File: config.mk
export PLATFORM = sky130hd
export DESIGN_NAME = image_encrypter
export DESIGN_NICKNAME = d
export VERILOG_FILES = /design/src/rtl/enc_pkg.sv /design/src/rtl/keystream_lfsr.sv /design/src/rtl/image_encrypter.sv
export SDC_FILE = /design/constraint.sdc
export NUM_CORES = 1
export LEC_CHECK = 0
export CAP_MARGIN = 5
export CORE_MARGIN = 1
export CORE_UTILIZATION = 45
export CTS_CLUSTER_DIAMETER = 50
export DETAILED_ROUTE_END_ITERATION = 8
export PLACE_DENSITY = 0.78
export SYNTH_ARGS = -nofsm -noshare
export SYNTH_HDL_FRONTEND = slang
export SYNTH_HIERARCHICAL = 1
export SYNTH_SLANG_ARGS = --single-unit
File: constraint.sdc
create_clock -name clk -period 3 [get_ports clk]
set_clock_uncertainty 0.1 [all_clocks]
set_input_delay 0.75 -clock clk [delete_from_list [all_inputs] [get_ports clk]]
set_output_delay 0.75 -clock clk [all_outputs]
set_load 0.01 [all_outputs]
File: src/rtl/enc_pkg.sv
// Shared definitions for the image encrypter and its matching decrypter:
// controller state encoding, keystream LFSR constants and helper functions.
package enc_pkg;

  // Controller states of the byte-serial encrypter
  typedef enum logic [2:0] {
    ST_IDLE,
    ST_FETCH,
    ST_CAPTURE,
    ST_WRITE,
    ST_DONE
  } enc_state_t;

  // Galois feedback mask for x^16 + x^14 + x^13 + x^11 + 1 (right-shifting form)
  localparam logic [15:0] LFSR_TAPS      = 16'hB400;
  // Substituted for an all-zero key, which would lock the LFSR at zero
  localparam logic [15:0] LFSR_ZERO_SEED = 16'hACE1;

  // One keystream step: shift right, fold the taps in when a one falls out
  function automatic logic [15:0] lfsr_step(input logic [15:0] state);
    logic [15:0] shifted;
    shifted = state >> 1;
    return state[0] ? (shifted ^ LFSR_TAPS) : shifted;
  endfunction

  // Map a user key to a usable LFSR seed
  function automatic logic [15:0] seed_from_key(input logic [15:0] key);
    return (key == 16'h0000) ? LFSR_ZERO_SEED : key;
  endfunction

  // Byte rotate-left by 0..7; the decrypter applies the inverse rotation
  function automatic logic [7:0] rotl8(input logic [7:0] value, input logic [2:0] amount);
    logic [15:0] doubled;
    doubled = {value, value} << amount;
    return doubled[15:8];
  endfunction

endpackage

File: src/rtl/keystream_lfsr.sv
// 16-bit Galois LFSR keystream source. `load` seeds it (zero key mapped to the
// lockup-free seed), `step` advances it once; `ks` is the current low byte.
module keystream_lfsr
  import enc_pkg::*;
(
  input  logic        clk,
  input  logic        rst_n,
  input  logic        load,
  input  logic [15:0] seed,
  input  logic        step,
  output logic [7:0]  ks
);

  logic [15:0] lfsr_reg;

  // LFSR state: load has priority so a new pass always starts from its seed
  always_ff @(posedge clk or negedge rst_n) begin
    if (!rst_n) begin
      lfsr_reg <= LFSR_ZERO_SEED;
    end else if (load) begin
      lfsr_reg <= seed_from_key(seed);
    end else if (step) begin
      lfsr_reg <= lfsr_step(lfsr_reg);
    end
  end

  assign ks = lfsr_reg[7:0];

endmodule

File: src/rtl/image_encrypter.sv
// Byte-serial image encrypter: walks the plaintext ROM, XORs each byte with
// an LFSR keystream byte and writes the result to the same RAM address.
// Optional build macro ENC_ROTATE_EN additionally rotates each ciphertext
// byte left by addr[2:0]; cycle timing is unchanged.
module image_encrypter
  import enc_pkg::*;
#(
  parameter int ADDR_W   = 15,
  parameter int IMG_SIZE = 19200
) (
  input  logic              clk,
  input  logic              rst_n,
  input  logic              start,
  input  logic [15:0]       key,
  input  logic              encrypter_active,
  output logic [ADDR_W-1:0] read_addr,
  input  logic [7:0]        plain_data,
  output logic [ADDR_W-1:0] write_addr,
  output logic [7:0]        cipher_data,
  output logic              write_en,
  output logic              busy,
  output logic              done
);

  localparam logic [ADDR_W-1:0] LAST_ADDR = ADDR_W'(IMG_SIZE - 1);

  enc_state_t        state_reg, state_next;
  logic [ADDR_W-1:0] addr_reg, addr_next;
  logic [7:0]        cipher_reg;
  logic [7:0]        ks;
  logic [7:0]        xor_byte;
  logic [7:0]        enc_byte;
  logic              lfsr_load;
  logic              lfsr_advance;

  // Seed on an accepted start; advance exactly once per byte in CAPTURE
  assign lfsr_load    = (state_reg == ST_IDLE) && start;
  assign lfsr_advance = (state_reg == ST_CAPTURE);

  keystream_lfsr u_lfsr (
    .clk   (clk),
    .rst_n (rst_n),
    .load  (lfsr_load),
    .seed  (key),
    .step  (lfsr_advance),
    .ks    (ks)
  );

  assign xor_byte = plain_data ^ ks;
`ifdef ENC_ROTATE_EN
  assign enc_byte = rotl8(xor_byte, addr_reg[2:0]);
`else
  assign enc_byte = xor_byte;
`endif

  // State and address registers
  always_ff @(posedge clk or negedge rst_n) begin
    if (!rst_n) begin
      state_reg <= ST_IDLE;
      addr_reg  <= '0;
    end else begin
      state_reg <= state_next;
      addr_reg  <= addr_next;
    end
  end

  // Ciphertext byte is formed while the ROM data is valid and held for WRITE
  always_ff @(posedge clk or negedge rst_n) begin
    if (!rst_n) begin
      cipher_reg <= 8'h00;
    end else if (state_reg == ST_CAPTURE) begin
      cipher_reg <= enc_byte;
    end
  end

  // Next-state and address sequencing
  always_comb begin
    state_next = state_reg;
    addr_next  = addr_reg;
    unique case (state_reg)
      ST_IDLE: begin
        if (start) begin
          addr_next  = '0;
          state_next = ST_FETCH;
        end
      end
      ST_FETCH: begin
        // Without the ROM grant the fetch simply waits, for as long as needed
        if (encrypter_active) begin
          state_next = ST_CAPTURE;
        end
      end
      ST_CAPTURE: begin
        state_next = ST_WRITE;
      end
      ST_WRITE: begin
        if (addr_reg == LAST_ADDR) begin
          state_next = ST_DONE;
        end else begin
          addr_next  = addr_reg + ADDR_W'(1);
          state_next = ST_FETCH;
        end
      end
      ST_DONE: begin
        state_next = ST_IDLE;
      end
      default: begin
        state_next = ST_IDLE;
      end
    endcase
  end

  // All outputs decode registered state, so reset clears them immediately
  assign read_addr   = addr_reg;
  assign write_addr  = addr_reg;
  assign cipher_data = cipher_reg;
  assign write_en    = (state_reg == ST_WRITE);
  assign busy        = (state_reg == ST_FETCH) || (state_reg == ST_CAPTURE) ||
                       (state_reg == ST_WRITE);
  assign done        = (state_reg == ST_DONE);

endmodule

==> results of run 1 <==
path summary, 6_finish.rpt:
kind | end | slack (ns) | cells past startpoint | start
setup / recovery | write_en | 0.40 | 3 | state_reg[2]
setup reg to reg | read_addr[1] | 0.94 | 6 | state_reg[2]
max in group asynchronous | u_lfsr/lfsr_reg[12] | 1.70 | 1 | rst_n
hold reg to reg | cipher_data[1] | 0.43 | 2 | cipher_data[1]
min in group asynchronous | read_addr[2] | 0.49 | 1 | rst_n
hold / removal | cipher_data[1] | 0.43 | 2 | cipher_data[1]
layer usage:
metal,vias to the layer above,wire length [um],GRT usage
li1,957,-,-
met5,-,0,0
met3,4,310,0.0455
met4,0,46,0.0558
met2,68,2440,0.285
met1,947,2570,0.294
worst max-delay path: cells and delay by family, from the launching register on:
kind	cells	cell delay (ns)
buffers and inverters	2	0.59
flip-flops	1	0.55
AND/OR/NAND/NOR	1	0.30
through the flow:
stage / total power (uW) / hold WS, ns
after floorplan: 1920 / 0.354
after global placement: 2240 / 0.404
after detailed placement: 2280 / 0.417
after CTS: 2820 / 0.437
after global routing: 3000 / 0.467
final: 2800 / 0.426
cell type report:
cell class	instances	area (um^2)	share of cell area
inverter	6	22.5	0.00708
multi-input combinational	160	1160	0.364
sequential	42	1060	0.334
clock inverter	3	68.8	0.0216
tap	70	87.6	0.0275
clock buffer	5	68.8	0.0216
timing repair buffer	73	713	0.224
cells in the mapped netlist, types with 6 or more instances:
cell,number
a21oi_1,17
dfrtp_1,34
o21ai_0,13
nand2_1,16
mux2_2,6
nor2_1,15
dfstp_2,8
mux2i_1,11
xnor2_1,10
buf_4,24
kinds of logic after synthesis:
group,synth area share
AND/OR/NAND/NOR,0.155
XOR/XNOR,0.0390
flip-flops,0.429
AO/OA/AOI/OAI,0.193
buffers and inverters,0.106
adder cells (fa/ha/maj),0.00506
multiplexers,0.0719
power groups by stage:
| stage | registers, uW | clock network (uW) | logic, uW |
|---|---|---|---|
| after floorplan | 1020 | 0 | 906 |
| after global placement | 1060 | 0 | 1180 |
| after detailed placement | 1070 | 0 | 1210 |
| after CTS | 1060 | 550 | 1220 |
| after global routing | 1100 | 581 | 1320 |
| final | 1060 | 538 | 1210 |
==> metrics.cfg, run 1 <==
[status]
outcome=completed

[cts]
worstSkewPairLatency_ns=0.30
holdBufCountCts=0
cts_max_path_buffers=2
cts_buffers=5
htreeDepth=2
cts-resized-gates=0
cts.sinks=42
post-cts-setup-buffers=0
cts_tree=built
clk_pin_slew_ns=0.09
clockRootBuffer=clkbuf_8

[power]
clkPwrFrac=0.192
p_seq_frac=0.377
power.internal_uw=1840
ir_worst_vdd_mv=0.418
power.switching_uw=968
leakage_uw=0.00122
swShare=0.345
powerDensity_nw_per_um2=882
comb_power_share=0.431

[synthesis]
synth_edf_count=0
yosys.area.top_type=dfrtp_1
synth_ff_type=dfrtp_1
syn_inst=243
synth.distinct_cells=51
synth_seq_area_share=0.429
synth_area_leaders=dfrtp_1, dfstp_2, buf_4
syn_nets=272
syn_avg_cell_area_um2=10.2
synth_top_cell_area_share=0.344
ys_ff_latch=42
yosysWarnings=6
postSynth.asyncResetShare=1.00
netlist_area_um2=2470

[setup_path]
cp_data_arrival_time_ns=1.75
crit_path_max_fanout=13
crit_type=reg -> out
start_kind=flip-flop
cp.required_ns=2.15
cp_cell_sequence=nand3b_4 > clkinv_1 > clkdlybuf4s50_1
cpPeakStageDelay_ns=0.55
crit_slowest_cell=dfrtp_1
endpoint_kind=output port

[timing]
min_period_over_period=0.866
tns_ns=0
drv_slew=0
finalHoldViolCount=0
worst_pin_slew_ns=0.963
setup_viol=0
rsz0062_at_grt=false
fin_ws_ns=0.402
period_needed_ns=2.60
relSlewSlack=0.358
max_freq_mhz=385

[global_route]
grt_pass1_wl_mm=9.21
grtUsageTotal=0.197
grt_pass1_vias=1832
grt_overflow=0
antenna_found_initial=0
grt_max_degree=43

[die]
core-area_um2=5200
dieArea_um2=5790
die_height_um=76.1
rows=26
die_w_um=76.1
start_util=0.475
io_pins=69

[drt]
drt-pass1-iter-count=7
drtIter0Drc=113
wirelength_mm=5.36
ant_nets=0
viasPerCell=5.50
vias=1976
route.detailed.wl_per_inst_um=14.9
remaining_drc_errors=0

[final_layout]
largest_reg_flops=16
fillCellCount=460
layout_common_cells=clkdlybuf4s50_1, dfrtp_1, a21oi_1
final_common_cell=clkdlybuf4s50_1
stdcell_count=359
final_cell_area_um2=3180
areaGrowthSynthToFinish_pct=28.6
drive_above_1_share=0.156
finalNetCount=317
diodes=0
final_util=0.611

[placed_design]
pre_cts_ws_ns=0.284
place_congestion=0.806
port_buffers=68
dpl.hpwl_mm=3.83
place_area_um2=3040
dp.cells=351

[min_path]
hp-class=reg -> reg

[flow_run]
cap_violations=0

Power figures use the tool's default switching activity.
==> run 2: changes to the inputs <==
--- a/config.mk
+++ b/config.mk
@@ -7,10 +7,10 @@
 export LEC_CHECK = 0
 export CAP_MARGIN = 5
 export CORE_MARGIN = 1
-export CORE_UTILIZATION = 45
+export CORE_UTILIZATION = 30
 export CTS_CLUSTER_DIAMETER = 50
 export DETAILED_ROUTE_END_ITERATION = 8
-export PLACE_DENSITY = 0.78
+export PLACE_DENSITY = 0.56
 export SYNTH_ARGS = -nofsm -noshare
 export SYNTH_HDL_FRONTEND = slang
 export SYNTH_HIERARCHICAL = 1
==> run 2 against run 1 <==
Non-clock buffer count decreased by 1. Sequential power hardly changed. Power decreased by 5.9%. Die area is 49% higher. Core utilization is 21 points lower. Cell count increased by 8.6%. Sequential share of layout area increased by 0.12 points. Via count decreased by 0.91%. Critical endpoint unchanged. Largest power group unchanged.
==> metrics.cfg, run 2 (synthesis gave the netlist of run 1 again) <==
[cts]
post-cts-setup-buffers=0  ; unchanged
clk_pin_slew_ns=0.09  ; about the same
worstSkewPairLatency_ns=0.30  ; about the same
cts.sinks=42  ; unchanged
htreeDepth=2  ; unchanged
cts-resized-gates=0  ; unchanged
cts_tree=built  ; unchanged
holdBufCountCts=0  ; unchanged
cts_buffers=5  ; unchanged
clockRootBuffer=clkbuf_8  ; unchanged
cts_max_path_buffers=2  ; unchanged

[power]
ir_worst_vdd_mv=0.220  ; was 0.418 mV
leakage_uw=0.00119  ; was 0.00122 uW
powerDensity_nw_per_um2=833  ; was 882 nW/um^2
power_uw=2640  ; was 2800 uW

[final_layout]
finalNetCount=316  ; was 317
final_common_cell=clkdlybuf4s50_1  ; unchanged
largest_reg_flops=16  ; unchanged
areaGrowthSynthToFinish_pct=28.1  ; was 28.6%
stdcell_count=390  ; was 359
layout_common_cells=clkdlybuf4s50_1, dfrtp_1, a21oi_1  ; unchanged
final_cell_area_um2=3170  ; was 3180 um^2
diodes=0  ; unchanged
drive_above_1_share=0.153  ; was 0.156

[setup_path]
crit_type=reg -> out  ; unchanged
worst-path-stages=3  ; unchanged
worstSetupEndpoint=write_en  ; unchanged
endpoint_kind=output port  ; unchanged
r2r_cells=6  ; unchanged
reg2reg_from=state_reg[2]  ; unchanged
crit_slowest_cell=dfrtp_1  ; unchanged
cp.required_ns=2.15  ; about the same
cp_cell_sequence=nand3b_4 > clkinv_1 > clkdlybuf4s50_1  ; unchanged
cp.buffers_inverters=2  ; unchanged
crit_path_max_fanout=13  ; unchanged
start_kind=flip-flop  ; unchanged
cpPeakStageDelay_ns=0.58  ; was 0.55 ns
path_delay_family=buffers and inverters  ; unchanged
rrSetupSlack_ns=0.88  ; was 0.94 ns
cp_data_arrival_time_ns=1.79  ; was 1.75 ns
crit_path_start=state_reg[2]  ; unchanged
rr_endpoint=read_addr[1]  ; unchanged

[die]
die_w_um=92.8  ; was 76.1 um
die_height_um=92.8  ; was 76.1 um
dieArea_um2=8610  ; was 5790 um^2
io_pins=69  ; unchanged
start_util=0.315  ; was 0.475
rows=32  ; was 26
core-area_um2=7850  ; was 5200 um^2

[global_route]
antenna_found_initial=0  ; unchanged
grt_pass1_wl_mm=9.49  ; was 9.21 mm
grt_max_degree=43  ; unchanged
grt_pass1_vias=1836  ; was 1832
grt_overflow=0  ; unchanged
grtUsageTotal=0.139  ; was 0.197

[timing]
period_needed_ns=2.64  ; was 2.60 ns
worst_pin_slew_ns=0.538  ; was 0.963 ns
relSlewSlack=0.641  ; was 0.358
max_freq_mhz=379  ; was 385 MHz
rsz0062_at_grt=false  ; unchanged
min_period_over_period=0.879  ; was 0.866
tns_ns=0  ; unchanged
finalHoldViolCount=0  ; unchanged
drv_slew=0  ; unchanged
setup_viol=0  ; unchanged

[flow_run]
cap_violations=0  ; unchanged

[drt]
viasPerCell=5.02  ; was 5.50
remaining_drc_errors=0  ; unchanged
ant_nets=0  ; unchanged
wirelength_mm=5.84  ; was 5.36 mm
drt-pass1-iter-count=4  ; was 7
route.detailed.wl_per_inst_um=15.0  ; was 14.9 um
vias=1958  ; was 1976
drtIter0Drc=128  ; was 113

[placed_design]
place_congestion=0.744  ; was 0.806
place_area_um2=3070  ; was 3040 um^2
port_buffers=68  ; unchanged
dp.cells=382  ; was 351
dpl.hpwl_mm=4.24  ; was 3.83 mm

[min_path]
hp-class=in -> async  ; was reg -> reg

[status]
outcome=completed  ; unchanged

==> run 2: cell types whose count changed in the layout (fill, tap and decap cells not counted) <==
cell	previous run	this run
clkinvlp_4	0	1
buf_4	5	4
bufinv_16	2	0
inv_6	0	1
==> run 2: cell type report <==
cell class / count / area (um^2)
inverters: 6 / 22.5
repair buffers: 72 / 706
fillers: 789 / 4680
clock inverters: 3 / 25.0
multi-input cells: 160 / 1160
clock buffers: 5 / 68.8
well taps: 102 / 128
flip-flops and latches: 42 / 1060
==> run 2: worst register-to-register path, cell delays in order, from the launching register on <==
cell	delay, ns
dfrtp_1	0.58
nand3b_4	0.31
clkinv_1	0.12
buf_4	0.20
nand3_1	0.12
o31a_1	0.40
mux2i_1	0.23
==> run 2: report_power, final <==
group	internal (uW)	switching, uW	total, uW
sequential	821	246	1070
clock	168	212	381
combinational	671	521	1190
==> run 2: per-layer routing <==
| metal | share of wire | global-route usage |
|---|---|---|
| met5 | 0 | 0 |
| met4 | 0.0091 | 0.0500 |
| met3 | 0.034 | 0.0312 |
| met2 | 0.48 | 0.208 |
| met1 | 0.48 | 0.196 |
==> run 2: how the worst min path moves through the flow <==
stage / start / to / depth (start not counted)
5_1_grt: rst_n / read_addr[6] / 2
3_3_place_gp: cipher_data[7] / cipher_data[7] / 2
2_1_floorplan: rst_n / cipher_data[0] / 0
4_1_cts: rst_n / read_addr[7] / 2
6_report: rst_n / read_addr[6] / 2
3_5_place_dp: cipher_data[4] / cipher_data[4] / 2
==> run 2: metrics by stage <==
stage                      util  hold WS [ns]  worst slack, ns
after floorplan               -         0.354            0.680
after global placement    0.392         0.409            0.288
after detailed placement  0.392         0.421            0.272
after CTS                 0.404         0.436            0.333
after global routing      0.404         0.447            0.239
final                     0.404         0.406            0.363
==> run 3: changes to the inputs <==
--- a/config.mk
+++ b/config.mk
@@ -6,11 +6,10 @@
 export NUM_CORES = 1
 export LEC_CHECK = 0
 export CAP_MARGIN = 5
-export CORE_MARGIN = 1
 export CORE_UTILIZATION = 30
 export CTS_CLUSTER_DIAMETER = 50
 export DETAILED_ROUTE_END_ITERATION = 8
-export PLACE_DENSITY = 0.56
+export PLACE_DENSITY = 0.53
 export SYNTH_ARGS = -nofsm -noshare
 export SYNTH_HDL_FRONTEND = slang
 export SYNTH_HIERARCHICAL = 1
==> run 3 against run 2 <==
Power rose by 1.2%. Clock power rose by 3%. Via count rose by 0.56%. Final area rose by 0.47%. Register-to-register slack barely moved. Critical path type unchanged. Critical endpoint unchanged. Largest cell class unchanged. Highest routed layer unchanged.
==> metrics.cfg, run 3 (synthesis gave the netlist of run 1 again) <==
[status]
outcome=completed  ; unchanged

[die]
die_w_um=92.8  ; unchanged
start_util=0.315  ; unchanged
rows=32  ; unchanged
die_height_um=92.8  ; unchanged
core-area_um2=7850  ; unchanged
dieArea_um2=8610  ; unchanged
io_pins=69  ; unchanged

[power]
ir_worst_vdd_mv=0.256  ; was 0.220 mV
powerDensity_nw_per_um2=839  ; was 833 nW/um^2
leakage_uw=0.00120  ; was 0.00119 uW

[cts]
cts_max_path_buffers=2  ; unchanged
cts.sinks=42  ; unchanged
worstSkewPairLatency_ns=0.30  ; about the same
clockRootBuffer=clkbuf_8  ; unchanged
clk_pin_slew_ns=0.09  ; about the same
cts-resized-gates=0  ; unchanged
cts_tree=built  ; unchanged
post-cts-setup-buffers=0  ; unchanged
holdBufCountCts=0  ; unchanged
cts_buffers=5  ; unchanged
htreeDepth=2  ; unchanged

[final_layout]
largest_reg_flops=16  ; unchanged
areaGrowthSynthToFinish_pct=28.7  ; was 28.1%
layout_common_cells=clkdlybuf4s50_1, dfrtp_1, a21oi_1  ; unchanged
diodes=0  ; unchanged
final_cell_area_um2=3180  ; was 3170 um^2
stdcell_count=392  ; was 390
finalNetCount=318  ; was 316
drive_above_1_share=0.159  ; was 0.153
final_util=0.406  ; was 0.404
final_common_cell=clkdlybuf4s50_1  ; unchanged

[global_route]
grt_overflow=0  ; unchanged
grtUsageTotal=0.145  ; was 0.139
grt_pass1_wl_mm=9.74  ; was 9.49 mm
antenna_found_initial=0  ; unchanged
grt_max_degree=37  ; was 43
grt_pass1_vias=1824  ; was 1836

[placed_design]
port_buffers=68  ; unchanged
place_congestion=0.728  ; was 0.744
dp.cells=384  ; was 382
place_area_um2=3090  ; was 3070 um^2
dpl.hpwl_mm=4.45  ; was 4.24 mm

[timing]
relSlewSlack=0.536  ; was 0.641
drv_slew=0  ; unchanged
tns_ns=0  ; unchanged
setup_viol=0  ; unchanged
finalHoldViolCount=0  ; unchanged
period_needed_ns=2.63  ; was 2.64 ns
holdWs_ns=0.166  ; was 0.406 ns
min_period_over_period=0.875  ; was 0.879
rsz0062_at_grt=false  ; unchanged
worst_pin_slew_ns=0.695  ; was 0.538 ns
max_freq_mhz=381  ; was 379 MHz

[setup_path]
r2r_cells=5  ; was 6
reg2reg_from=read_addr[0]  ; was state_reg[2]
crit_path_start=state_reg[2]  ; unchanged
start_kind=flip-flop  ; unchanged
endpoint_kind=output port  ; unchanged
cp_data_arrival_time_ns=1.78  ; was 1.79 ns
crit_type=reg -> out  ; unchanged
crit_path_max_fanout=13  ; unchanged
rrSetupSlack_ns=0.89  ; was 0.88 ns
rr_endpoint=read_addr[10]  ; was read_addr[1]
cp.required_ns=2.15  ; about the same
worstSetupEndpoint=write_en  ; unchanged

[min_path]
hp-class=in -> async  ; unchanged

[drt]
drt-pass1-iter-count=6  ; was 4
wirelength_mm=6.06  ; was 5.84 mm
viasPerCell=5.02  ; about the same
vias=1969  ; was 1958
remaining_drc_errors=0  ; unchanged
ant_nets=0  ; unchanged
route.detailed.wl_per_inst_um=15.4  ; was 15.0 um
drtIter0Drc=112  ; was 128

[flow_run]
cap_violations=0  ; unchanged

## run 3: cell count changes in the layout (fill, tap and decap cells not counted), sizes merged
cell	previous run	this run
buf	5	7
## run 3: through the flow
step	total power (uW)	setup WS (ns)
after global routing	2860	0.233
after CTS	2700	0.345
after floorplan	1920	0.680
final	2670	0.375
after detailed placement	2300	0.266
after global placement	2290	0.249
## run 3: power by group
group | switching, uW | internal, uW
Sequential | 243 | 821
Clock | 223 | 168
Combinational | 535 | 681
Total | 1000 | 1670
## run 3: metal layers
metal | wire [um] | GRT usage | up-vias
li1 | - | - | 960
met1 | 3080 | 0.214 | 955
met2 | 2710 | 0.211 | 48
met3 | 197 | 0.0263 | 6
met4 | 70 | 0.0487 | 0
met5 | 0 | 0 | -
## run 3: worst min path at each step
stage / from / endpoint / slack [ns]
5_1_grt: rst_n / read_addr[5] / 0.17
3_3_place_gp: cipher_data[3] / cipher_data[3] / 0.41
4_1_cts: rst_n / read_addr[5] / 0.17
3_5_place_dp: cipher_data[4] / cipher_data[4] / 0.42
2_1_floorplan: rst_n / cipher_data[0] / 0.35
6_report: rst_n / read_addr[7] / 0.17
## run 3: worst max-delay path, stage by stage (launching register included)
cell and delay, ns:
dfrtp_1 0.56, nand3b_4 0.31, clkinv_1 0.11, clkdlybuf4s50_1 0.49
## run 3: layout make-up
type	count	area [um^2]
clock buffer	5	68.8
fill	826	4660
multi-input combinational	160	1160
clock inverter	3	25.0
sequential	42	1060
inverter	6	22.5
timing repair buffer	74	721
tap	102	128
==> patch: new RTL, settings of run 1 <==
Encoding of `enc_state_t`: now one-hot (5 bits for 5 states).
--- a/src/rtl/enc_pkg.sv
+++ b/src/rtl/enc_pkg.sv
@@ -3,12 +3,12 @@
 package enc_pkg;
 
   // Controller states of the byte-serial encrypter
-  typedef enum logic [2:0] {
-    ST_IDLE,
-    ST_FETCH,
-    ST_CAPTURE,
-    ST_WRITE,
-    ST_DONE
+  typedef enum logic [4:0] {
+    ST_IDLE    = 5'b00001,
+    ST_FETCH   = 5'b00010,
+    ST_CAPTURE = 5'b00100,
+    ST_WRITE   = 5'b01000,
+    ST_DONE    = 5'b10000
   } enc_state_t;
 
   // Galois feedback mask for x^16 + x^14 + x^13 + x^11 + 1 (right-shifting form)
Behaviour: no difference found for any inputs over 10 cycles, from zero or initial values and one cycle with rst_n low; not proved beyond that.
==> patch against run 1 <==
The run now ends with design-rule violations left; cell area increased by 1.0%; total power decreased by 25%; clock power decreased by 33%; routed wire length increased by 3.3%; sequential cell count increased by 2; highest routed layer unchanged; worst hold slack got worse by 0.21 ns; non-clock buffer count increased by 2; setup slack got worse by 0.19 ns; area after synthesis increased by 4.3%; largest cell class unchanged.
==> patch: results (changes against run 1) <==
vias per cell=5.47 (-0.58%); comb_multi_in=168 (+5.0%); pre-CTS setup slack=0.307 ns (+0.0226 ns); largest net degree at the start of global routing=33 (-23%); Placed Cells incl. Taps=368 (+4.8%); GP Congestion=0.828 (+2.7%); vias in the first global route=1877 (+2.5%); post-synthesis sequential area ratio=43.1% (+0.22 points); Mapped Nets=287 (+5.5%); Signal buffers=75 (+2.7%); clock tree cell share of total cell area=2.53% (-1.8 points); Non-Filler Instances=375 (+4.5%); final layout net count=332 (+4.7%); Final HPWL DP=4020 um (+4.9%); multi-input combinational area share=36.3% (-0.096 points); Die Span X=77.7 um (+2.1%); Synth area leaders=dfrtp_1 34%, dfstp_2 9.2%, buf_4 6.7%, o21ai_0 4.3%, mux2i_1 3.9%; crit path DAT=1.94 ns (+0.19 ns); failing checks=design-rule violations; library cells used by synthesis=47 (-7.8%); DRC violations left=2 (+2); Sequential Area=1110 sq um (+4.8%); gr usage total=19.3% (-0.45 points); NonClk Buf Share=22.7% (+0.24 points); Yosys reg bits=44 (+4.8%); power per cell area=658 nW/um^2 (-25%); Inverters=9 (+3); maximum vdd drop=0.336 mV (-20%); outcome=finished, violations left; Initial DRC Count=144 (+27%); Min-Delay Path Class=input pin to asynchronous set/reset pin; Cell Area, Placed=3130 sq um (+2.9%)
-- patch: cell count changes after synthesis, sizes merged, moves of 4 or more --
cell   change
a31oi      -4
a21oi     -13
nor2       -6
a211o      +6
nand2      +7
o21ai     +11
-- patch: worst max-delay path, cell delays in order (launching register included) --
cell and delay [ns]:
dfrtp_1 0.44, or3_1 0.41, nor3b_1 0.22, clkdlybuf4s50_1 0.57
-- patch: power breakdown --
part / internal [W] / total, W / switching (W)
Sequential: 0.000818 / 0.000976 / 0.000158
Clock: 0.000158 / 0.000358 / 0.000201
Combinational: 0.000447 / 0.000778 / 0.000331
Total: 0.00142 / 0.00211 / 0.000690
-- patch: cells by family (layout without fill, tap and decap cells) --
group,Yosys count,count (layout),share of synthesized area [%]
AOI/OAI and AO/OA,61,61,16.7
DFF,44,44,43.1
and+or+nand+nor,78,78,17.4
buffers and inverters,46,91,11.6
xor gates and xnor gates,12,12,4.08
adders and majority gates,1,1,0.485
muxes,16,16,6.50
-- patch: final timing paths --
| check | depth (start not counted) | start | endpoint | slack (ns) |
|---|---|---|---|---|
| worst max register to register | 6 | state_reg[4] | u_lfsr/lfsr_reg[7] | 0.78 |
| max in group asynchronous | 2 | rst_n | u_lfsr/lfsr_reg[10] | 1.86 |
| worst min-delay path | 1 | rst_n | cipher_data[5] | 0.22 |
| min in group clk | 2 | cipher_data[0] | cipher_data[0] | 0.38 |
| worst min register to register | 2 | cipher_data[0] | cipher_data[0] | 0.38 |
| worst max-delay path | 3 | state_reg[1] | done | 0.21 |
-- patch: per-layer routing --
| metal | vias up | wire, um | GRT usage (%) |
|---|---|---|---|
| met2 | 48 | 2630 | 29.5 |
| li1 | 1001 | - | - |
| met5 | - | 0 | 0 |
| met3 | 7 | 244 | 4.35 |
| met4 | 0 | 76 | 6.42 |
| met1 | 996 | 2580 | 27.0 |
